File: src/rtl/clock_div_multi.sv
// Multi-channel programmable clock divider: NUM_CH independent divided outputs from one
// source clock, with shadowed divisor updates at period boundaries and a common resync.

module clock_div_ch #(
    parameter int WIDTH       = 8,
    parameter int DEFAULT_DIV = 6
) (
    input  logic             in,
    input  logic             resetb,
    input  logic             wr,
    input  logic [WIDTH-1:0] wr_data,
    input  logic             sync_all,
    output logic             out,
    output logic             rise,
    output logic             pending
);
    logic [WIDTH-1:0] cnt_q, cnt_d;
    logic [WIDTH-1:0] act_q, act_d;
    logic [WIDTH-1:0] shd_q, shd_d;
    logic             pend_q, pend_d;
    logic             out_q, out_d;
    logic             rise_q, rise_d;
    logic [WIDTH-1:0] eff;
    logic [WIDTH:0]   half;
    logic             wrap;

    always_comb begin
        eff    = (act_q == WIDTH'(1)) ? WIDTH'(2) : act_q;
        half   = ({1'b0, eff} + 1'b1) >> 1;
        wrap   = (cnt_q == eff - 1'b1);
        cnt_d  = cnt_q;
        act_d  = act_q;
        shd_d  = shd_q;
        pend_d = pend_q;
        out_d  = out_q;
        rise_d = rise_q;
        // Resync and a disabled channel both park the counter and take any pending divisor now.
        if (sync_all || act_q == '0) begin
            cnt_d  = '0;
            out_d  = 1'b0;
            rise_d = 1'b0;
            if (pend_q) begin
                act_d  = shd_q;
                pend_d = 1'b0;
            end
        end else begin
            out_d  = ({1'b0, cnt_q} < half);
            rise_d = (cnt_q == '0);
            if (wrap) begin
                cnt_d = '0;
                if (pend_q) begin
                    act_d  = shd_q;
                    pend_d = 1'b0;
                end
            end else begin
                cnt_d = cnt_q + 1'b1;
            end
        end
        // A write in the same cycle lands in the shadow after any apply above.
        if (wr) begin
            shd_d  = wr_data;
            pend_d = 1'b1;
        end
    end

    always_ff @(posedge in or negedge resetb) begin
        if (!resetb) begin
            cnt_q  <= '0;
            act_q  <= WIDTH'(DEFAULT_DIV);
            shd_q  <= WIDTH'(DEFAULT_DIV);
            pend_q <= 1'b0;
            out_q  <= 1'b0;
            rise_q <= 1'b0;
        end else begin
            cnt_q  <= cnt_d;
            act_q  <= act_d;
            shd_q  <= shd_d;
            pend_q <= pend_d;
            out_q  <= out_d;
            rise_q <= rise_d;
        end
    end

    assign out     = out_q;
    assign rise    = rise_q;
    assign pending = pend_q;
endmodule

module clock_div_multi #(
    parameter int NUM_CH      = 4,
    parameter int WIDTH       = 8,
    parameter int DEFAULT_DIV = 6,
    parameter int SEL_W       = 3
) (
    input  logic              in,
    input  logic              resetb,
    input  logic              div_wr,
    input  logic [SEL_W-1:0]  div_sel,
    input  logic [WIDTH-1:0]  div_data,
    input  logic              sync_all,
    output logic [NUM_CH-1:0] out,
    output logic [NUM_CH-1:0] rise,
    output logic [NUM_CH-1:0] pending
);
    for (genvar g = 0; g < NUM_CH; g++) begin : g_ch
        // Selects at or above NUM_CH match no channel, so such writes are dropped.
        logic wr_hit;
        assign wr_hit = div_wr && (div_sel == SEL_W'(g));

        clock_div_ch #(
            .WIDTH      (WIDTH),
            .DEFAULT_DIV(DEFAULT_DIV)
        ) u_ch (
            .in      (in),
            .resetb  (resetb),
            .wr      (wr_hit),
            .wr_data (div_data),
            .sync_all(sync_all),
            .out     (out[g]),
            .rise    (rise[g]),
            .pending (pending[g])
        );
    end
endmodule
File: config.mk
export PLATFORM = sky130hd
export DESIGN_NAME = clock_div_multi
export DESIGN_NICKNAME = d
export VERILOG_FILES = /design/src/rtl/clock_div_multi.sv
export SDC_FILE = /design/constraint.sdc
export NUM_CORES = 1
export LEC_CHECK = 0
export ABC_AREA = 1
export CORE_ASPECT_RATIO = 1.75
export CORE_MARGIN = 2
export CORE_UTILIZATION = 48
export CTS_BUF_LIST = sky130_fd_sc_hd__clkbuf_4 sky130_fd_sc_hd__clkbuf_8
export CTS_CLUSTER_SIZE = 28
export DETAILED_ROUTE_END_ITERATION = 10
export GPL_TIMING_DRIVEN = 0
export PLACE_DENSITY = 0.68
export REMOVE_ABC_BUFFERS = 1
export SLEW_MARGIN = 15
export SYNTH_ARGS = -nofsm -noshare
export SYNTH_HDL_FRONTEND = slang
export SYNTH_SLANG_ARGS = --single-unit
File: constraint.sdc
create_clock -name in -period 4.9 [get_ports in]
set_input_delay 0.98 -clock in [delete_from_list [all_inputs] [get_ports in]]
set_output_delay 0.98 -clock in [all_outputs]
set_load 0.02 [all_outputs]
==> flow_metrics.tcl <==
set metrics [dict create \
    finalWeightedCongestion 0.887 \
    grt_max_degree 67 \
    drtIter0Drc 258 \
    syn_area_sq_um 7110 \
    fmax_mhz 363 \
    cts_root_buf "clkbuf_8" \
    die-area_sq_um 15800 \
    synth_top_family_by_area "simple AND/OR/NAND/NOR gates" \
    crit-reg2reg-capture "g_ch[0].u_ch.out$_DFF_PN0_" \
    synthAdderAreaFrac 0.0845 \
    place_ws_ps 2100 \
    avgSynthCellArea_sq_um 8.12 \
    holdBufCountCts 0 \
    critical_path_depth 1 \
    vias 5383 \
    layout_setup_ws_ps 2140 \
    status "complete, no violations" \
    synthMuxAreaShare 0 \
    leakage_nw 3.64 \
    slew_viol_final 0 \
    worst_ir_drop_vdd_v 0.000230 \
    start_util 0.492 \
    post-route-drc-count 0 \
    ctsHtreeMaxLevel 3 \
    areaGrowthSynthToFinish_pct 5.51 \
    io_pins 27 \
    power_density_nw_per_um2 523 \
    cp_slowest_cell "clkdlybuf4s50_1" \
    cp.arrival_ps 1780 \
    drive_gt1_frac 0.118 \
    synth_warnings 0 \
    wl_um 14200 \
    ctsResizeCount 0 \
    relSlewSlack 0.474 \
    synth.most_common_cell "nand2_1" \
    n_antenna_cell 0 \
    seqCellArea_sq_um 2720 \
    setup.worst_path.end "pending[3]" \
    yosysTopAreaCell "dfrtp_1" \
    clkTransAtPathRegs_ps 110 \
    drtPass1Iterations 5 \
    clock_skew_ps 13.2 \
    post-dp-hpwl_um 10800 \
    cts_tree "yes" \
    antenna_found_initial 0 \
    finalSetupViolCount 0 \
    synthTopCellsByArea "dfrtp_1 (32%), nand2_1 (11%), ha_1 (8.4%)" \
    worstPathRequired_ps 3920 \
    worstSetupPathType "flip-flop to output port" \
    critPathMaxStageDelay_ps 710 \
    nets 936 \
    final_cells 1058 \
    final.min_clock_period_ps 2760 \
    synth_xor_area_frac 0.0813 \
    multi_input_area_sq_um 3710 \
    synthDistinctLibCells 38 \
    fp.dieW_um 96.0 \
    synth_cells 875 \
    clk_path_buf_depth 2 \
    grt_usage 0.197 \
    port_buffers 26 \
    crit_family "buffers and inverters" \
    n_fill_cell 1379 \
    ys_seq_area_frac 0.383 \
    tightest_slew_ps 789 \
    grt_pass1_wl_um 24400 \
    cts_buffers 9 \
    crit_path_start "g_ch[3].u_ch.pending$_DFFE_PN0P_" \
    cap_violations 0 \
    cp-end-kind "output port" \
    synth_edf_count 0 \
    worstHoldPathType "input pin to async pin" \
    placementRows 58 \
    clock_latency_ps 380 \
    synth-simple-area-share 0.306 \
    critical_path_buf_inv_count 1 \
    yosys_register_bits 108 \
    path_cells "clkdlybuf4s50_1" \
    synth_top_area_frac 0.324 \
    reg2regPathDepth 14 \
    synthFlopType "dfrtp_1" \
    dieHeight_um 165 \
    synth_compound_area_frac 0.0505 \
    r2r_setup_slack_ps 2460 \
    antenna_left 0 \
    synthArstFlopShare 1.00 \
    vias_per_cell 5.09 \
    core_sq_um 14400 \
    rsz0062_at_grt "false" \
    post-route-util 0.519 \
    post_cts.repair.setup_buffers 0 \
    hold_viol 0 \
    period_share 0.562 \
    regToRegStartpoint "g_ch[0].u_ch.act_q[1]$_DFFE_PN1P_" \
    globalRouteOverflowTotal 0 \
    start_kind "flip-flop" \
    wl_per_cell_um 13.4 \
    crit_path_max_fanout 11 \
    synthTopCellsByCount "nand2_1 (208), dfrtp_1 (92), inv_1 (81)" \
    grt_pass1_vias 5186 \
    cts_sinks 108 \
    place_inst 1042 \
]
cells by family (layout without fill, tap and decap cells):
family	Yosys count	after routing
AOI/OAI and AO/OA	69	69
buffers and inverters	136	139
adders and majority gates	48	48
DFF	108	108
and+or+nand+nor	448	448
xor gates and xnor gates	66	66
layout make-up:
class	count	share of cell area
well taps	180	0.0300
multi-input cells	631	0.495
clock buffers	10	0.0175
inverters	96	0.0485
clock inverters	6	0.00734
repair buffers	27	0.0385
flip-flops and latches	108	0.363
how the worst min path moves through the flow:
stage	start	to	slack (ps)
final	resetb	g_ch[3].u_ch.cnt_q[6]$_DFF_PN0_	490
after global routing	g_ch[0].u_ch.shd_q[1]$_DFFE_PN1P_	g_ch[0].u_ch.act_q[1]$_DFFE_PN1P_	500
after CTS	g_ch[2].u_ch.shd_q[1]$_DFFE_PN1P_	g_ch[2].u_ch.act_q[1]$_DFFE_PN1P_	480
after detailed placement	g_ch[0].u_ch.shd_q[1]$_DFFE_PN1P_	g_ch[0].u_ch.act_q[1]$_DFFE_PN1P_	470
after global placement	g_ch[1].u_ch.shd_q[6]$_DFFE_PN0P_	g_ch[1].u_ch.shd_q[6]$_DFFE_PN0P_	470
after floorplan	g_ch[0].u_ch.shd_q[0]$_DFFE_PN0P_	g_ch[0].u_ch.shd_q[0]$_DFFE_PN0P_	450
cells in the final DEF (no fill, tap or decap), types with 9 or more instances in the layout:
| cell type | synthesis | final |
|---|---|---|
| nand3_1 | 79 | 79 |
| xnor2_1 | 22 | 22 |
| o21ai_0 | 41 | 41 |
| a21oi_1 | 18 | 18 |
| nand2_2 | 14 | 14 |
| dfstp_2 | 16 | 16 |
| nor3_2 | 10 | 10 |
| xor2_1 | 44 | 44 |
| clkdlybuf4s50_1 | 0 | 25 |
| nand4_1 | 14 | 14 |
| nor3_1 | 14 | 14 |
| inv_1 | 81 | 81 |
| ha_1 | 48 | 48 |
| clkbuf_8 | 0 | 9 |
| nor2_1 | 68 | 68 |
| inv_2 | 12 | 12 |
| dfrtp_1 | 92 | 92 |
| nand2_1 | 208 | 208 |
state kept, by name (all words and copies together), names as in the netlist:
| name | count |
|---|---|
| g_ch.u_ch.rise | 4 |
| g_ch.u_ch.out | 4 |
| g_ch.u_ch.pending | 4 |
| g_ch.u_ch.shd_q | 32 |
| g_ch.u_ch.act_q | 32 |
| g_ch.u_ch.cnt_q | 32 |
report_power, final:
group | switching [mW] | total [mW] | internal (mW)
Clock | 0.333 | 0.535 | 0.202
Combinational | 1.12 | 1.89 | 0.773
Sequential | 0.343 | 1.49 | 1.15
Total | 1.80 | 3.92 | 2.13
per-layer routing:
metal	share of wire	global-route usage	wire, um	up-vias
li1	-	-	-	2784
met1	0.42	0.233	5910	2521
met2	0.55	0.357	7810	58
met3	0.015	0.0269	216	20
met4	0.020	0.0675	279	0
met5	0	0	0	-
through the flow:
stage / hold WS [ps] / area [sq um] / TNS [ps] / power [mW]
detailed placement: 473 / 7310 / 0 / 3.42
floorplan: 454 / 6800 / 0 / 2.94
global placement: 467 / 7290 / -118350 / 3.37
CTS: 481 / 7500 / 0 / 3.97
global route: 503 / 7500 / 0 / 4.34
finish: 486 / 7500 / 0 / 3.92
No activity file was read; power rests on OpenSTA's default activity.
